File: src/rtl/alu_mc.sv
// Multi-cycle RV32 integer ALU: single-cycle logic/shift/compare ops plus
// iterative shift-add MUL/MULHU, valid/ready on both sides, flush and illegal-op flag.
module alu_mc #(
  parameter int XLEN   = 32,
  parameter bit MUL_EN = 1'b1
) (
  input  logic            clk_i,
  input  logic            rst_i,
  input  logic            flush_i,
  input  logic            valid_i,
  output logic            ready_o,
  input  logic [3:0]      op_i,
  input  logic [XLEN-1:0] src1_i,
  input  logic [XLEN-1:0] src2_i,
  output logic            valid_o,
  input  logic            ready_i,
  output logic [XLEN-1:0] result_o,
  output logic            illegal_o
);

  localparam int SHW = $clog2(XLEN);
  localparam int CW  = SHW + 1;

  typedef enum logic [1:0] {S_IDLE, S_BUSY, S_DONE} state_t;

  state_t            state, state_n;
  logic [CW-1:0]     cnt;
  logic [2*XLEN-1:0] acc;
  logic [2*XLEN-1:0] acc_step;
  logic [XLEN:0]     sum;
  logic [XLEN-1:0]   mcand;
  logic [XLEN-1:0]   mplier;
  logic              mul_hi;
  logic [XLEN-1:0]   result_q;
  logic              illegal_q;

  logic              accept;
  logic              is_mul;
  logic              op_illegal;
  logic [XLEN-1:0]   alu_res;
  logic [SHW-1:0]    shamt;

  assign ready_o   = (state == S_IDLE);
  assign valid_o   = (state == S_DONE);
  assign result_o  = result_q;
  assign illegal_o = illegal_q;
  assign accept    = valid_i && (state == S_IDLE) && !flush_i;
  assign shamt     = src2_i[SHW-1:0];
  assign is_mul    = (op_i == 4'd10) || (op_i == 4'd11);

  always_comb begin
    op_illegal = (op_i >= 4'd12) || (is_mul && !MUL_EN);
    alu_res    = '0;
    case (op_i)
      4'd0:    alu_res = src1_i + src2_i;
      4'd1:    alu_res = src1_i - src2_i;
      4'd2:    alu_res = src1_i & src2_i;
      4'd3:    alu_res = src1_i | src2_i;
      4'd4:    alu_res = src1_i ^ src2_i;
      4'd5:    alu_res = src1_i << shamt;
      4'd6:    alu_res = src1_i >> shamt;
      4'd7:    alu_res = $signed(src1_i) >>> shamt;
      4'd8:    alu_res = {{(XLEN-1){1'b0}}, ($signed(src1_i) < $signed(src2_i))};
      4'd9:    alu_res = {{(XLEN-1){1'b0}}, (src1_i < src2_i)};
      default: alu_res = '0;
    endcase
  end

  // one shift-add step; the carry out of the upper half is shifted back in
  always_comb begin
    sum      = {1'b0, acc[2*XLEN-1:XLEN]} + (mplier[0] ? {1'b0, mcand} : '0);
    acc_step = (2*XLEN)'({sum, acc[XLEN-1:0]} >> 1);
  end

  always_comb begin
    state_n = state;
    case (state)
      S_IDLE:  if (accept) state_n = (is_mul && !op_illegal) ? S_BUSY : S_DONE;
      S_BUSY:  if (cnt == CW'(1)) state_n = S_DONE;
      S_DONE:  if (ready_i) state_n = S_IDLE;
      default: state_n = S_IDLE;
    endcase
    if (flush_i) state_n = S_IDLE;
  end

  always_ff @(posedge clk_i or posedge rst_i) begin
    if (rst_i) state <= S_IDLE;
    else       state <= state_n;
  end

  always_ff @(posedge clk_i or posedge rst_i) begin
    if (rst_i) begin
      cnt       <= '0;
      acc       <= '0;
      mcand     <= '0;
      mplier    <= '0;
      mul_hi    <= 1'b0;
      result_q  <= '0;
      illegal_q <= 1'b0;
    end else if (!flush_i) begin
      if (accept) begin
        if (is_mul && !op_illegal) begin
          cnt    <= CW'(XLEN);
          acc    <= '0;
          mcand  <= src1_i;
          mplier <= src2_i;
          mul_hi <= (op_i == 4'd11);
        end else begin
          result_q  <= op_illegal ? '0 : alu_res;
          illegal_q <= op_illegal;
        end
      end else if (state == S_BUSY) begin
        acc    <= acc_step;
        mplier <= mplier >> 1;
        cnt    <= cnt - CW'(1);
        if (cnt == CW'(1)) begin
          result_q  <= mul_hi ? acc_step[2*XLEN-1:XLEN] : acc_step[XLEN-1:0];
          illegal_q <= 1'b0;
        end
      end
    end
  end

endmodule

File: config.mk
export PLATFORM = sky130hd
export DESIGN_NAME = alu_mc
export DESIGN_NICKNAME = d
export VERILOG_FILES = /design/src/rtl/alu_mc.sv
export SDC_FILE = /design/constraint.sdc
export NUM_CORES = 1
export LEC_CHECK = 0
export CAP_MARGIN = 20
export CORE_UTILIZATION = 40
export DETAILED_ROUTE_END_ITERATION = 12
export DONT_BUFFER_PORTS = 1
export HOLD_SLACK_MARGIN = 0.02
export PLACE_DENSITY = 0.65
export SYNTH_ARGS = -nofsm -noshare
export SYNTH_HDL_FRONTEND = slang
export SYNTH_SLANG_ARGS = --single-unit
File: constraint.sdc
create_clock -name clk_i -period 6.9 [get_ports clk_i]
set_input_delay 2.07 -clock clk_i [delete_from_list [all_inputs] [get_ports clk_i]]
set_output_delay 2.07 -clock clk_i [all_outputs]
set_load 0.005 [all_outputs]
==> flow_summary.ini <==
[setup_path]
worstPathMaxFanout = 5
endpoint_kind = flop
worstSetupStartpointType = primary input
critical_path_required_ns = 7.33
criticalPathCategory = primary input to flop
cp_data_arrival_time_ns = 5.43

[outcome]
run_status = finished, final reports clean

[pwr]
ir_worst_vdd_mv = 0.147
clock_share_of_power = 0.308
power_report.internal_total_uw = 2160
total_leakage_power_uw = 0.00781
power_frac_seq = 0.373
power-per-cell-area_mw_per_mm2 = 193
switchingPower_uw = 1320
switching_fraction_of_total_power = 0.380
power.combinational.fraction = 0.319
total_power_uw = 3480

[route]
drtAntennaViolNets = 0
drcViolationCount = 0
dr.first_iter.drc_count = 1769
wire_per_inst_um = 27.1
drt-pass1-iter-count = 5
via_density_per_instance = 6.50
vias = 16737
drt-total-wl_um = 69800

[place]
hpwl_dp_um = 53400
place_congestion = 1.01
numPortBuffers = 0

[clock_tree]
root_buffer = sky130_fd_sc_hd__clkbuf_16
cts_htree_levels = 4
post_cts_resize_count = 0
max-clock-path-buffers = 2
cts-hold-fix-buffers = 0
insertion_delay_ns = 0.50
cts_tree = built
tritoncts.num_buffers = 17
postCtsSetupBuffers = 0
clock_sink_count = 169
clkTransAtPathRegs_ns = 0.07

[timing]
fin_hold_ws_ns = 0.471
setup_viol = 0
slew_of_the_pin_with_the_lowest_slew_margin_ns = 1.15
finalHoldViolations = 0
timing.setup.tns_ns = 0
slew-limit-headroom = 0.228
grt_setup_unrepaired = no
finalMaxSlewViolations = 0
fin_worst_skew_ns = 0.0154
peak_clock_frequency_supported_by_timing_mhz = 200
timing.final.crit_share = 0.725
period_needed_ns = 5.00

[layout]
fill_cells = 4256
diodes = 0
area_growth_from_synthesis_to_layout_pct = 5.08
multiInputGateArea_mm2 = 0.0118
proportion_of_layout_cells_with_a_drive_suffix_above_1 = 0.0664
finish.net_count = 2231
area.sequential_mm2 = 0.00423
final_util = 0.427

[floorplan]
placeable_core_region_mm2 = 0.0421
die_area_mm2 = 0.0437
initial_standard_cell_utilization_of_the_core = 0.407
die-width_um = 209
row_count = 75
num_io_pins = 108
chipHeight_um = 209

[synthesis]
synthAdderAreaFrac = 0.101
net_count_of_the_mapped_netlist = 2341
synth_compound_area_frac = 0.285
syn-cell-area_mm2 = 0.0171
synth_xor_xnor_area_share = 0.0286
synth_flop_cell = sky130_fd_sc_hd__dfrtp_1
synth_sequential_area_ratio = 0.247
post_synth_mux_area_share = 0.122
synthesis.yosys.warnings = 0
asyncSetResetFlopFracSynth = 1.00
post_synth_and_or_nand_nor_area_fraction = 0.152
combinational_family_with_the_most_area_after_synthesis = compound AO/OA/AOI/OAI gates
avgSynthCellArea_um2 = 8.04
netlist-cell-type-count = 82
synth_enable_flop_cells = 0
yosys_register_bits = 169
postSynthCellCount = 2131

[flow_run]
max_cap_viol_count = 0

[global_routing]
grt_pass1_wl_um = 104000
antenna_found_initial = 4
grt_pass1_vias = 15915
grt_usage = 0.321
globalRoute.totalOverflow = 0
grt_start_max_net_pins = 98

[min_path]
min_path_type = flop to flop
==> cells in the final DEF, fill, tap and decap left out, drive strengths merged, types with 10 or more instances in the layout <==
cell | netlist | final
o211ai | 27 | 27
nand2 | 189 | 189
o221ai | 13 | 13
o21ai | 211 | 211
dfrtp | 169 | 169
a21oi | 182 | 182
ha | 134 | 134
o31ai | 11 | 11
and2 | 43 | 43
mux2 | 28 | 28
mux2i | 120 | 120
a211oi | 34 | 34
nor4 | 10 | 10
xnor2 | 45 | 45
buf | 43 | 26
xor2 | 11 | 11
o22ai | 14 | 14
or3 | 12 | 12
nor2 | 194 | 194
clkbuf | 112 | 18
nor3 | 35 | 35
a31oi | 32 | 32
a22o | 56 | 56
a22oi | 12 | 12
inv | 113 | 117
o21bai | 16 | 16
a21o | 29 | 29
nand3 | 30 | 30
a221oi | 15 | 15
mux4 | 25 | 25
o21a | 21 | 21
nand4 | 11 | 11
==> power by group through the flow <==
stage / sequential, µW / clock (µW) / combinational (µW)
floorplan: 1250 / 0 / 832
global placement: 1310 / 0 / 1080
detailed placement: 1310 / 0 / 1080
CTS: 1300 / 1090 / 1090
global route: 1320 / 1130 / 1210
finish: 1300 / 1070 / 1110
==> logic make-up (layout without fill, tap and decap cells) <==
| family | after synthesis | count (layout) |
|---|---|---|
| AOI/OAI and AO/OA | 755 | 755 |
| and+or+nand+nor | 572 | 572 |
| buffers and inverters | 269 | 172 |
| xor gates and xnor gates | 56 | 56 |
| adders and majority gates | 137 | 137 |
| muxes | 173 | 173 |
| DFF | 169 | 169 |
==> worst max-delay path: stages <==
cell	delay (ns)
sky130_fd_sc_hd__inv_1	0.09
sky130_fd_sc_hd__ha_1	0.19
sky130_fd_sc_hd__inv_1	0.06
sky130_fd_sc_hd__fa_1	0.38
sky130_fd_sc_hd__nor2b_1	0.15
sky130_fd_sc_hd__o21ai_0	0.27
sky130_fd_sc_hd__a31oi_1	0.21
sky130_fd_sc_hd__o31ai_1	0.64
sky130_fd_sc_hd__a21boi_0	0.33
sky130_fd_sc_hd__a21oi_1	0.30
sky130_fd_sc_hd__o211a_1	0.23
sky130_fd_sc_hd__o2111ai_1	0.11
sky130_fd_sc_hd__a41oi_1	0.26
sky130_fd_sc_hd__o22a_1	0.16
==> area by class of cell <==
class	count	area share
Clock buffer	18	0.0244
Clock inverter	14	0.0104
Inverter	114	0.0241
Multi-Input combinational cell	1693	0.657
Sequential cell	169	0.235
Tap cell	539	0.0375
Timing Repair Buffer	26	0.0115
==> per-stage QoR <==
stage	std cells	setup WS, ns	instance area [µm²]
global placement	2540	1.47	17400
detailed placement	2540	1.44	17400
finish	2573	1.90	18000
global route	2573	1.60	18000
CTS	2572	1.94	18000
floorplan	2131	0.255	17100
==> Yosys cell counts, types with 11 or more instances <==
cell type                  instances  area share
sky130_fd_sc_hd__a21o_1           29       0.013
sky130_fd_sc_hd__a211oi_1         34       0.015
sky130_fd_sc_hd__a31oi_1          32       0.012
sky130_fd_sc_hd__nand4_1          11      0.0040
sky130_fd_sc_hd__nor2_1          194       0.043
sky130_fd_sc_hd__or3_1            12      0.0044
sky130_fd_sc_hd__mux2i_1         120       0.070
sky130_fd_sc_hd__o21a_1           21      0.0092
sky130_fd_sc_hd__buf_1            16      0.0035
sky130_fd_sc_hd__xor2_1           11      0.0056
sky130_fd_sc_hd__dfrtp_1         169        0.25
sky130_fd_sc_hd__o22ai_1          14      0.0051
sky130_fd_sc_hd__buf_2            18      0.0053
sky130_fd_sc_hd__ha_1            134       0.098
sky130_fd_sc_hd__xnor2_1          45       0.023
sky130_fd_sc_hd__a21oi_1         181       0.053
sky130_fd_sc_hd__o211ai_1         27       0.012
sky130_fd_sc_hd__clkbuf_1        111       0.024
sky130_fd_sc_hd__a22o_1           56       0.029
sky130_fd_sc_hd__a221oi_1         15      0.0077
sky130_fd_sc_hd__nand2_1         189       0.041
sky130_fd_sc_hd__and2_1           43       0.016
sky130_fd_sc_hd__nor3_1           34      0.0099
sky130_fd_sc_hd__o21ai_0         205       0.060
sky130_fd_sc_hd__o221ai_1         13      0.0066
sky130_fd_sc_hd__inv_1           112       0.025
sky130_fd_sc_hd__nand3_1          28      0.0082
sky130_fd_sc_hd__o31ai_1          11      0.0048
sky130_fd_sc_hd__a22oi_1          12      0.0053
sky130_fd_sc_hd__mux2_2           25       0.016
sky130_fd_sc_hd__o21bai_1         16      0.0070
sky130_fd_sc_hd__mux4_2           25       0.033
==> final timing paths <==
path	from	to	slack (ns)	cells past startpoint
min in group asynchronous	rst_i	acc[7]	1.54	1
hold reg to reg	mcand[27]	mcand[27]	0.47	2
setup / recovery	src1_i[0]	result_o[0]	1.90	14
hold / removal	mcand[27]	mcand[27]	0.47	2
setup reg to reg	mplier[0]	result_o[23]	2.43	13
max in group asynchronous	rst_i	mplier[19]	4.11	2
==> metal layers <==
metal / GRT usage / up-vias / routed length [µm] / part of all wire
met3: 0.0744 / 105 / 5970 / 0.086
met4: 0.105 / 2 / 2030 / 0.029
met1: 0.453 / 8290 / 31400 / 0.45
li1: - / 7584 / - / -
met2: 0.480 / 756 / 30400 / 0.44
met5: 0 / - / 10 / 0.00014
==> state kept, by name, summed over array words and instances (netlist names) <==
signal and flops:
state 2, mul_hi 1, acc 63, mplier 32, result_o 32, cnt 6, mcand 32, illegal_o 1
Power figures use the tool's default switching activity.
